--- src/rtl/mw_add_seq.sv ---
// mw_add_seq: streaming multi-word adder. Operands arrive one WIDTH-bit word per beat,
// least-significant word first. The carry chains between beats of a packet, and in_last
// marks the packet's final word. There is a one-entry registered output stage with a
// valid/ready handshake, so the block sustains one beat per cycle.
//
// Ports:
//   clk, reset          clock and asynchronous active-high reset
//   in_valid, in_ready  input handshake; in_ready = !out_valid || out_ready
//   a, b                operand words
//   cin                 packet carry-in, used only on the first beat of a packet
//   in_last             the beat carries the most-significant word of the packet
//   out_valid/out_ready output handshake
//   s, out_last         sum word and its last-word marker
//   cout                packet carry-out; nonzero only when out_valid && out_last
//   ovf                 present only with MW_ADD_SEQ_OVF_EN: signed overflow of the final word
//
// Configuration macro: MW_ADD_SEQ_OVF_EN adds the ovf output.
module mw_add_seq #(
  parameter int unsigned WIDTH = 64
) (
  input  logic             clk,
  input  logic             reset,
  input  logic             in_valid,
  output logic             in_ready,
  input  logic [WIDTH-1:0] a,
  input  logic [WIDTH-1:0] b,
  input  logic             cin,
  input  logic             in_last,
  output logic             out_valid,
  input  logic             out_ready,
  output logic [WIDTH-1:0] s,
  output logic             out_last,
  output logic             cout
`ifdef MW_ADD_SEQ_OVF_EN
  ,
  output logic             ovf
`endif
);

  typedef enum logic [0:0] {StFirst, StChain} state_e;

  state_e           state_q, state_d;
  logic             carry_q, carry_d;
  logic             valid_q, valid_d;
  logic [WIDTH-1:0] s_q, s_d;
  logic             last_q, last_d;
  logic             cout_q, cout_d;

  logic             accept;
  logic             ci;
  logic [WIDTH:0]   sum_full;

  assign in_ready = !valid_q || out_ready;
  assign accept   = in_valid && in_ready;
  assign ci       = (state_q == StFirst) ? cin : carry_q;
  assign sum_full = {1'b0, a} + {1'b0, b} + {{WIDTH{1'b0}}, ci};

  // State register
  always_ff @(posedge clk or posedge reset) begin
    if (reset) begin
      state_q <= StFirst;
    end else begin
      state_q <= state_d;
    end
  end

  // Next-state logic
  always_comb begin
    state_d = state_q;
    if (accept) begin
      state_d = in_last ? StFirst : StChain;
    end
  end

  // Datapath next-state logic
  always_comb begin
    carry_d = carry_q;
    valid_d = valid_q;
    s_d     = s_q;
    last_d  = last_q;
    cout_d  = cout_q;
    if (accept) begin
      carry_d = sum_full[WIDTH];
      valid_d = 1'b1;
      s_d     = sum_full[WIDTH-1:0];
      last_d  = in_last;
      // The carry out of a middle word is internal, so only a final word exposes it.
      cout_d  = sum_full[WIDTH] & in_last;
    end else if (out_ready) begin
      valid_d = 1'b0;
    end
  end

  always_ff @(posedge clk or posedge reset) begin
    if (reset) begin
      carry_q <= 1'b0;
      valid_q <= 1'b0;
      s_q     <= '0;
      last_q  <= 1'b0;
      cout_q  <= 1'b0;
    end else begin
      carry_q <= carry_d;
      valid_q <= valid_d;
      s_q     <= s_d;
      last_q  <= last_d;
      cout_q  <= cout_d;
    end
  end

  assign out_valid = valid_q;
  assign s         = s_q;
  assign out_last  = last_q;
  // After a drain the word is held but no longer valid, so the flags are masked.
  assign cout      = cout_q & valid_q & last_q;

`ifdef MW_ADD_SEQ_OVF_EN
  logic ovf_q, ovf_d;
  logic msb_cin;

  // Carry into the MSB, recovered from the MSB sum bit.
  assign msb_cin = a[WIDTH-1] ^ b[WIDTH-1] ^ sum_full[WIDTH-1];

  always_comb begin
    ovf_d = ovf_q;
    if (accept) begin
      ovf_d = (msb_cin ^ sum_full[WIDTH]) & in_last;
    end
  end

  always_ff @(posedge clk or posedge reset) begin
    if (reset) begin
      ovf_q <= 1'b0;
    end else begin
      ovf_q <= ovf_d;
    end
  end

  assign ovf = ovf_q & valid_q & last_q;
`endif

endmodule

--- config.mk ---
export PLATFORM = sky130hd
export DESIGN_NAME = mw_add_seq
export DESIGN_NICKNAME = d
export VERILOG_FILES = /design/src/rtl/mw_add_seq.sv
export SDC_FILE = /design/constraint.sdc
export NUM_CORES = 1
export LEC_CHECK = 0
export ABC_AREA = 1
export ABC_CLOCK_PERIOD_IN_PS = 3950
export BUFFER_PORTS_ARGS = -buffer_cell sky130_fd_sc_hd__buf_2
export CAP_MARGIN = 20
export CORE_MARGIN = 1.5
export CORE_UTILIZATION = 51
export CTS_CLUSTER_SIZE = 10
export DETAILED_ROUTE_END_ITERATION = 16
export PLACE_DENSITY = 0.77
export SLEW_MARGIN = 5
export SYNTH_ARGS = -nofsm -noshare
export SYNTH_HDL_FRONTEND = slang
export SYNTH_SLANG_ARGS = --single-unit
--- constraint.sdc ---
create_clock -name clk -period 3.95 [get_ports clk]
set_input_delay 0.1975 -clock clk [delete_from_list [all_inputs] [get_ports clk]]
set_output_delay 0.1975 -clock clk [all_outputs]
set_load 0.005 [all_outputs]
==> results.yml, run 1 <==
clocking:
  clkSinkCount: 69
  cts-root-buf: "clkbuf_16"
  postCtsResizedCells: 0
  cts_setup_buffers: 0
  cts_buffers: 9
  clk_latency_ps: 350
  cts-hold-fix-buffers: 0
  clk_pin_slew_ps: 70
  ctsHtreeMaxLevel: 3
  cts.path.max_buffers: 2
  cts_tree: "yes"
cells_and_area:
  syn2layout_area_growth_pct: 19.1
  layout.nets: 1923
  final_common_cell: "nand2_1"
  diodes: 0
  final_cell_mix: "nand2_1, inv_1, buf_2"
  fillers: 1669
  drive_above_1_share_pct: 15.5
worst_setup_path:
  critPathKind: "register to register"
  endpoint_kind: "register"
  r2r_start: "carry_q"
  r2r-end: "s[56]"
  reg2reg_slack_ps: 1420
  arrival_ps: 2810
  critPathMaxFanout: 4
  r2r.worst_path.cells: 15
  cp-start-kind: "register"
  worstPathRequired_ps: 4230
global_route:
  grt_util_met1_pct: 51.6
  gr-usage-met3_pct: 3.83
  grt_pass1_vias: 8609
  grt_max_degree: 97
  grt_busiest_layer: "met1"
  grt_usage_pct: 34.1
  grt_overflow: 0
  grt.met2_usage_pct: 50.8
  grt_pass1_wl_um: 44600
  antenna_found_initial: 0
pwr:
  vdd_drop_max_mv: 0.297
  p_sw_share_pct: 39.7
  power_density_nw_per_um2: 331
  total_power_mw: 3.29
  combPwrFrac_pct: 41.1
  p_leak_nw: 6.35
  p_clk_share_pct: 29.8
  internal_power_mw: 1.99
  pwr-share-seq_pct: 29.1
  power_switching_mw: 1.31
drt:
  vias_per_cell: 5.08
  drt-initial-drc-count: 844
  routed_wl_um: 28700
  ant_nets: 0
  drc: 0
  firstDrtPassIters: 6
  via_count: 9871
  wl_per_cell_um: 14.8
logic_synthesis:
  yosys_warnings: 0
  synthCells: 1522
  netlist_area_sq_um: 8360
  ys_seq_elements: 69
  synth_fp_nets: 1721
  synth_cell_type_count: 30
  avgSynthCellArea_sq_um: 5.49
  ys_seq_area_share_pct: 20.6
placed_design:
  pre_cts_ws_ps: 1420
  hpwlAfterDp_um: 24200
  place.gp.congestion: 0.974
  io_buffers: 201
sta:
  final.setup.tns_ps: 0
  final.period_utilization_pct: 64.0
  worstMarginPinSlew_ps: 960
  layout_setup_ws_ps: 1420
  skew_ps: 11.5
  slew_viol_final: 0
  hold_slack_ps: 26.8
  setup_violations: 0
  max_clock_freq_mhz: 395
  fin_crit_ps: 2530
  relSlewSlack_pct: 35.9
  hold_violations: 0
  rsz0062_at_grt: "false"
hold_path:
  min_path_type: "primary input to asynchronous set/reset pin"
floorplan:
  dieWidth_um: 131
  die_h_um: 131
  dieArea_sq_um: 17200
  core_sq_um: 15900
  io_pins: 202
  initial_core_util_pct: 52.4
  rows: 46
job:
  drv_cap: 0
status:
  run_status: "complete, no violations"
[sequential cells by signal, summed over array words and instances (netlist names)]
| register | cells |
|---|---|
| cout_q | 1 |
| carry_q | 1 |
| out_valid | 1 |
| s | 64 |
| state_q | 1 |
| out_last | 1 |
[per-layer routing]
metal / vias up / part of all wire (%) / wire [um]
met5: - / 0 / 0
met4: 0 / 2.5 / 705
met3: 48 / 9.3 / 2670
met2: 477 / 41 / 11800
met1: 4374 / 47 / 13500
li1: 4972 / - / -
[power by group through the flow]
stage / registers [mW] / logic [mW] / clock network (mW)
2_1_floorplan: 0.963 / 0.809 / 0
3_3_place_gp: 0.963 / 1.32 / 0
3_5_place_dp: 0.965 / 1.33 / 0
4_1_cts: 0.956 / 1.34 / 0.976
5_1_grt: 0.974 / 1.53 / 0.998
6_report: 0.959 / 1.35 / 0.981
[worst max-delay path by stage]
stage,start,end,depth (start not counted)
floorplan,state_q,s[60],16
global placement,state_q,s[60],17
detailed placement,carry_q,s[60],16
finish,carry_q,s[56],15
CTS,carry_q,s[60],16
global route,state_q,cout_q,17
[layout make-up]
| cell class | instances | area (sq um) | area share, % |
|---|---|---|---|
| clock inverters | 7 | 120 | 1.21 |
| multi-input cells | 1121 | 5390 | 54.1 |
| well taps | 216 | 270 | 2.71 |
| inverters | 318 | 1190 | 12.0 |
| flip-flops and latches | 69 | 1730 | 17.3 |
| repair buffers | 205 | 1040 | 10.4 |
| clock buffers | 9 | 225 | 2.26 |
[synthesized netlist by cell type]
master / n / area, sq um
nand3_2: 5 / 50.1
o21bai_1: 1 / 7.51
fa_1: 2 / 40.0
inv_1: 311 / 1170
nand3_1: 85 / 425
buf_2: 2 / 10.0
xnor2_1: 28 / 245
nor2_1: 97 / 364
a211oi_1: 1 / 7.51
ha_1: 63 / 788
nor2_2: 14 / 87.6
o21ai_0: 20 / 100
nor2_4: 1 / 11.3
nand3b_1: 9 / 67.6
nand4_1: 11 / 68.8
nor3_1: 11 / 55.1
clkbuf_1: 12 / 45.0
nor3_2: 4 / 40.0
clkinv_1: 3 / 11.3
o21ai_1: 13 / 65.1
dfrtp_1: 69 / 1730
nor3_4: 2 / 32.5
nand2_1: 692 / 2600
inv_2: 4 / 15.0
a21oi_1: 44 / 220
and2_1: 1 / 6.26
nand2_2: 13 / 81.3
nor4_1: 1 / 6.26
or2_2: 2 / 12.5
and3_1: 1 / 6.26
[kinds of logic after synthesis]
kind of cell    count (synthesis)  share of synthesized area [%]
xor+xnor                       28                           2.93
simple gates                  949                           46.8
buf+inv                       332                           14.9
compound gates                 79                           4.79
fa+ha+maj                      65                           9.91
flops                          69                           20.6
[metrics by stage]
stage | cell area [sq um] | util, % | instances
after floorplan | 8360 | - | 1522
after global placement | 9620 | 60.3 | 1929
after detailed placement | 9620 | 60.3 | 1929
after CTS | 9960 | 62.5 | 1945
after global routing | 9960 | 62.5 | 1945
final | 9960 | 62.5 | 1945
[critical path, cell delays in order, from the launching register on]
cell	delay (ps)
dfrtp_1	380
nand2_1	60
nand2_1	60
fa_1	420
fa_1	460
nand3_1	120
nand3_2	100
nand2_1	70
nand2_1	100
nand2_1	100
nand3_2	140
nand2_1	140
nand3_1	100
nand2_1	90
nand3_1	70
nand2_1	60
No activity file was read; power rests on OpenSTA's default activity.
==> run 2, diff against run 1 <==
--- a/config.mk
+++ b/config.mk
@@ -6,7 +6,7 @@
 export NUM_CORES = 1
 export LEC_CHECK = 0
 export ABC_AREA = 1
-export ABC_CLOCK_PERIOD_IN_PS = 3950
+export ABC_CLOCK_PERIOD_IN_PS = 2400
 export BUFFER_PORTS_ARGS = -buffer_cell sky130_fd_sc_hd__buf_2
 export CAP_MARGIN = 20
 export CORE_MARGIN = 1.5
==> constraint.sdc (replaced) <==
create_clock -name clk -period 2.4 [get_ports clk]
set_input_delay 0.12 -clock clk [delete_from_list [all_inputs] [get_ports clk]]
set_output_delay 0.12 -clock clk [all_outputs]
set_load 0.005 [all_outputs]
==> results.yml, run 2 (same netlist as run 1, synthesis figures left out) <==
clocking:
  cts_buffers: 9
  cts_tree: "yes"
  cts.path.max_buffers: 2
  clkSinkCount: 69
  ctsHtreeMaxLevel: 3
  clk_pin_slew_ps: 60
  clk_latency_ps: 360
  cts-root-buf: "clkbuf_16"
drt:
  drt-initial-drc-count: 951
  wl_met1_um: 13900
  routed_wl_um: 29600
  via_count: 9999
  drc: 0
  wl_per_cell_um: 15.0
  firstDrtPassIters: 5
  vias_per_cell: 5.08
  routed-wl-met3_um: 2500
  topRoutingLayerUsed: "met4"
  ant_nets: 0
  dr_wl_met2_um: 12500
floorplan:
  io_pins: 202
  dieWidth_um: 131
  die_h_um: 131
  initial_core_util_pct: 52.4
  rows: 46
  core_sq_um: 15900
  dieArea_sq_um: 17200
sta:
  hold_slack_ps: 7.95
  fin_crit_ps: 2320
  slew_viol_final: 0
  rsz0062_at_grt: "true"
  final.period_utilization_pct: 96.8
  hold_violations: 0
  max_clock_freq_mhz: 430
  relSlewSlack_pct: 37.0
  skew_ps: 15.0
  worstMarginPinSlew_ps: 944
  setup_violations: 0
worst_setup_path:
  arrival_ps: 2550
  r2r.worst_path.cells: 13
  cp-start-kind: "register"
  critPathMaxFanout: 4
  worstPathRequired_ps: 2630
  endpoint_kind: "register"
  critPathKind: "register to register"
cells_and_area:
  syn2layout_area_growth_pct: 23.0
  largest_reg_flops: 64
  drive_above_1_share_pct: 18.9
  final_common_cell: "nand2_1"
  final_cell_mix: "nand2_1, inv_1, buf_2"
  multiInputGateArea_sq_um: 5550
  layout.nets: 1946
  regArea_sq_um: 1730
  fillers: 1617
  final_util_pct: 64.5
job:
  drv_cap: 0
hold_path:
  min_path_type: "primary input to register"
  min_path_cells: 3
pwr:
  total_power_mw: 5.38
  internal_power_mw: 3.16
  power_switching_mw: 2.22
  vdd_drop_max_mv: 0.409
  power_density_nw_per_um2: 523
  combPwrFrac_pct: 43.9
  pwr-share-seq_pct: 29.4
  p_leak_nw: 6.50
  p_clk_share_pct: 26.8
  p_sw_share_pct: 41.2
global_route:
  grt_usage_pct: 34.4
  grt_max_degree: 97
  grt_pass1_vias: 8622
  antenna_found_initial: 0
  grt_pass1_wl_um: 44800
  grt_overflow: 0
status:
  run_status: "complete, no violations"
placed_design:
  place.gp.congestion: 0.949
  hpwlAfterDp_um: 24500
  io_buffers: 201
==> run 2: changes by cell type in the layout (fill, tap and decap cells not counted), moves of 5 or more <==
cell,before,now
nand2_1,691,662
nand2_2,14,38
buf_4,4,23
nand3_1,85,77
nand3_2,5,12
nand2_4,0,5
==> run 2: power by group through the flow <==
stage	Sequential, mW	Combinational, mW	Clock [mW]
floorplan	1.58	1.33	0
global placement	1.59	2.23	0
detailed placement	1.59	2.26	0
CTS	1.58	2.27	1.43
global route	1.60	2.64	1.49
finish	1.58	2.36	1.44
==> run 2: what timing repair did <==
item | in CTS | in global routing
gates resized for setup | 1 | 47
setup buffers | 0 | 2
hold buffers | 1 | 0
hold endpoints to repair | 18 | 0
endpoints found under the setup margin | 3 | 32
gates cloned | 0 | 0
pin swaps | 0 | 11
==> run 2: final timing paths <==
check | start | end | slack [ps]
worst max-delay path | carry_q | s[39] | 80
worst min-delay path | in_last | out_last | 8
worst max register to register | carry_q | s[39] | 80
worst min register to register | s[45] | s[45] | 470
max in group asynchronous | reset | s[4] | 1440
min in group asynchronous | reset | s[59] | 330
==> run 2: critical path: stages (launching register included) <==
cell	delay [ps]
dfrtp_1	380
nand2_1	80
nand2_2	60
fa_2	390
nand3_1	130
nand3_2	120
nand2_1	100
nand2_2	100
nand2_1	120
nand3_2	180
nand3_1	140
nand3b_1	80
nand3_1	250
nand2_1	80
==> run 2: cell type report <==
class                   instances  share of cell area [%]
diodes                          1                  0.0243
clock buffers                  10                    2.32
clock inverters                 6                   0.681
inverters                     318                    11.6
multi-input cells            1121                    53.9
flip-flops and latches         69                    16.8
well taps                     216                    2.63
repair buffers                228                    12.1
==> run 2: through the flow <==
| step | cell area, sq um | std cells | worst slack (ps) | TNS (ps) |
|---|---|---|---|---|
| 4_1_cts | 10100 | 1966 | 20.3 | 0 |
| 6_report | 10300 | 1969 | 77.0 | 0 |
| 5_1_grt | 10300 | 1968 | -46.5 | -227 |
| 3_3_place_gp | 9790 | 1949 | 56.1 | 0 |
| 3_5_place_dp | 9790 | 1949 | -10.3 | -10.3 |
| 2_1_floorplan | 8360 | 1522 | 117 | 0 |
==> run 2: per-layer routing <==
metal	vias to the layer above	GRT usage, %
li1	5022	-
met1	4483	50.4
met2	441	52.3
met3	53	5.54
met4	0	8.53
met5	-	0
==> run 3, diff against run 2 <==
--- a/config.mk
+++ b/config.mk
@@ -11,8 +11,10 @@
 export CAP_MARGIN = 20
 export CORE_MARGIN = 1.5
 export CORE_UTILIZATION = 51
+export CTS_BUF_LIST = sky130_fd_sc_hd__clkbuf_2
 export CTS_CLUSTER_SIZE = 10
 export DETAILED_ROUTE_END_ITERATION = 16
+export GPL_ROUTABILITY_DRIVEN = 1
 export PLACE_DENSITY = 0.77
 export SLEW_MARGIN = 5
 export SYNTH_ARGS = -nofsm -noshare
==> results.yml, run 3 (same netlist as run 1, synthesis figures left out) <==
global_route:
  grt_pass1_vias: 8770
  grt_max_degree: 97
  grt_overflow: 0
  antenna_found_initial: 1
  grt_usage_pct: 35.0
  grt_pass1_wl_um: 45300
sta:
  slew_viol_final: 0
  rsz0062_at_grt: "true"
  final.period_utilization_pct: 96.1
  fin_crit_ps: 2310
  max_clock_freq_mhz: 434
  final.setup.tns_ps: 0
  setup_violations: 0
  relSlewSlack_pct: 36.5
  skew_ps: 63.3
  worstMarginPinSlew_ps: 953
  hold_violations: 0
clocking:
  cts_buffers: 9
  clk_pin_slew_ps: 250
  clkSinkCount: 69
  cts.path.max_buffers: 2
  ctsHtreeMaxLevel: 3
  cts_tree: "yes"
  clk_latency_ps: 620
  cts-root-buf: "clkbuf_2"
placed_design:
  place.gp.congestion: 0.949
  dp.cells: 1949
  hpwlAfterDp_um: 24500
  io_buffers: 201
worst_setup_path:
  crit_top_cell: "nand2_1"
  crit_chain: "nand2_1 > nand2_2 > fa_2 > nand3_1 > nand3_2 > nand2_1 > nand2_2 > nand2_1 > nand3_2 > nand2_1 > nand3_1 > nand2_1 > nand3_1 > nand2_1"
  worstPathRequired_ps: 2960
  slowest_stage: "dfrtp_1"
  arrival_ps: 2870
  critPathBufInv: 0
  critPathMaxFanout: 4
  critPathMaxStageDelay_ps: 420
  critPathKind: "register to register"
  cp_top_family: "simple AND/OR/NAND/NOR gates"
  cp-start-kind: "register"
  endpoint_kind: "register"
pwr:
  p_leak_nw: 6.59
  vdd_drop_max_mv: 0.281
  total_power_mw: 4.80
  power_density_nw_per_um2: 455
drt:
  vias_per_cell: 5.05
  routed_wl_um: 30200
  via_count: 10180
  firstDrtPassIters: 6
  wl_per_cell_um: 15.0
  drc: 0
  ant_nets: 0
  drt-initial-drc-count: 858
floorplan:
  dieArea_sq_um: 17200
  core_sq_um: 15900
  die_h_um: 131
  io_pins: 202
  initial_core_util_pct: 52.4
  dieWidth_um: 131
  rows: 46
job:
  drv_cap: 0
hold_path:
  min_path_type: "primary input to register"
cells_and_area:
  fin_cells: 2015
  final_cell_mix: "nand2_1, inv_1, buf_2"
  largest_reg_flops: 64
  final_common_cell: "nand2_1"
  layout.nets: 1992
  drive_above_1_share_pct: 18.2
  syn2layout_area_growth_pct: 26.1
status:
  run_status: "complete, no violations"
-- run 3: cell types whose count changed in the layout (fill, tap and decap cells not counted) --
cell | previous run | this run
dlygate4sd3_1 | 1 | 47
clkinv_1 | 3 | 4
nand3_2 | 12 | 13
nand2_1 | 662 | 666
nand2_4 | 5 | 3
clkbuf_8 | 1 | 0
nand2_2 | 38 | 36
clkbuf_16 | 9 | 0
nand3_1 | 77 | 76
clkbuf_2 | 0 | 9
-- run 3: final cells by class --
type	count	area, sq um
clock buffer	9	45.0
sequential	69	1730
inverter	318	1190
multi-input combinational	1121	5530
timing repair buffer	274	1700
antenna	1	2.50
tap	216	270
clock inverter	7	73.8
fill	1584	5400
-- run 3: metal layers --
metal | GRT usage (%) | routed length, um | up-vias
met5 | 0 | 0 | -
met4 | 11.1 | 892 | 0
met3 | 5.82 | 2690 | 61
met2 | 53.0 | 12800 | 426
met1 | 50.6 | 13800 | 4581
li1 | - | - | 5112
-- run 3: worst reg2reg max path, cell delays in order, from the launching register on --
cell and delay [ps]:
dfrtp_1 420, nand2_1 80, nand2_2 60, fa_2 390, nand3_1 140, nand3_2 130, nand2_1 110, nand2_2 90
nand2_1 90, nand3_2 170, nand2_1 160, nand3_1 80, nand2_1 60, nand3_1 200, nand2_1 110
-- run 3: repair_timing --
action | 4_1_cts | 5_1_grt
setup buffers | 0 | 2
hold endpoints to repair | 97 | 0
endpoints found under the setup margin | 0 | 44
resized for setup | 0 | 43
hold buffers | 47 | 0
-- run 3: where the power goes --
part / internal, mW / switching (mW) / total, mW
logic: 0.980 / 1.46 / 2.44
registers: 1.41 / 0.169 / 1.58
clock network: 0.240 / 0.532 / 0.772
-- run 3: worst paths after layout --
check	slack (ps)	to	start	depth (start not counted)
max	90	s[53]	carry_q	14
min	10	s[14]	a[14]	4
max reg2reg	90	s[53]	carry_q	14
min reg2reg	500	s[45]	s[45]	2
max in group asynchronous	1150	state_q	reset	5
min in group asynchronous	560	s[59]	reset	4
-- run 3: metrics by stage --
stage | instance area [sq um] | setup WS, ps | utilization (%) | hold slack (ps)
after CTS | 10400 | 15.4 | 65.1 | 1.90
after detailed placement | 9790 | -10.3 | 61.4 | 147
final | 10500 | 93.6 | 66.1 | 10.4
after global routing | 10500 | -37.6 | 66.1 | 10.8
after floorplan | 8360 | 117 | - | 259
after global placement | 9790 | 56.1 | 61.4 | 147
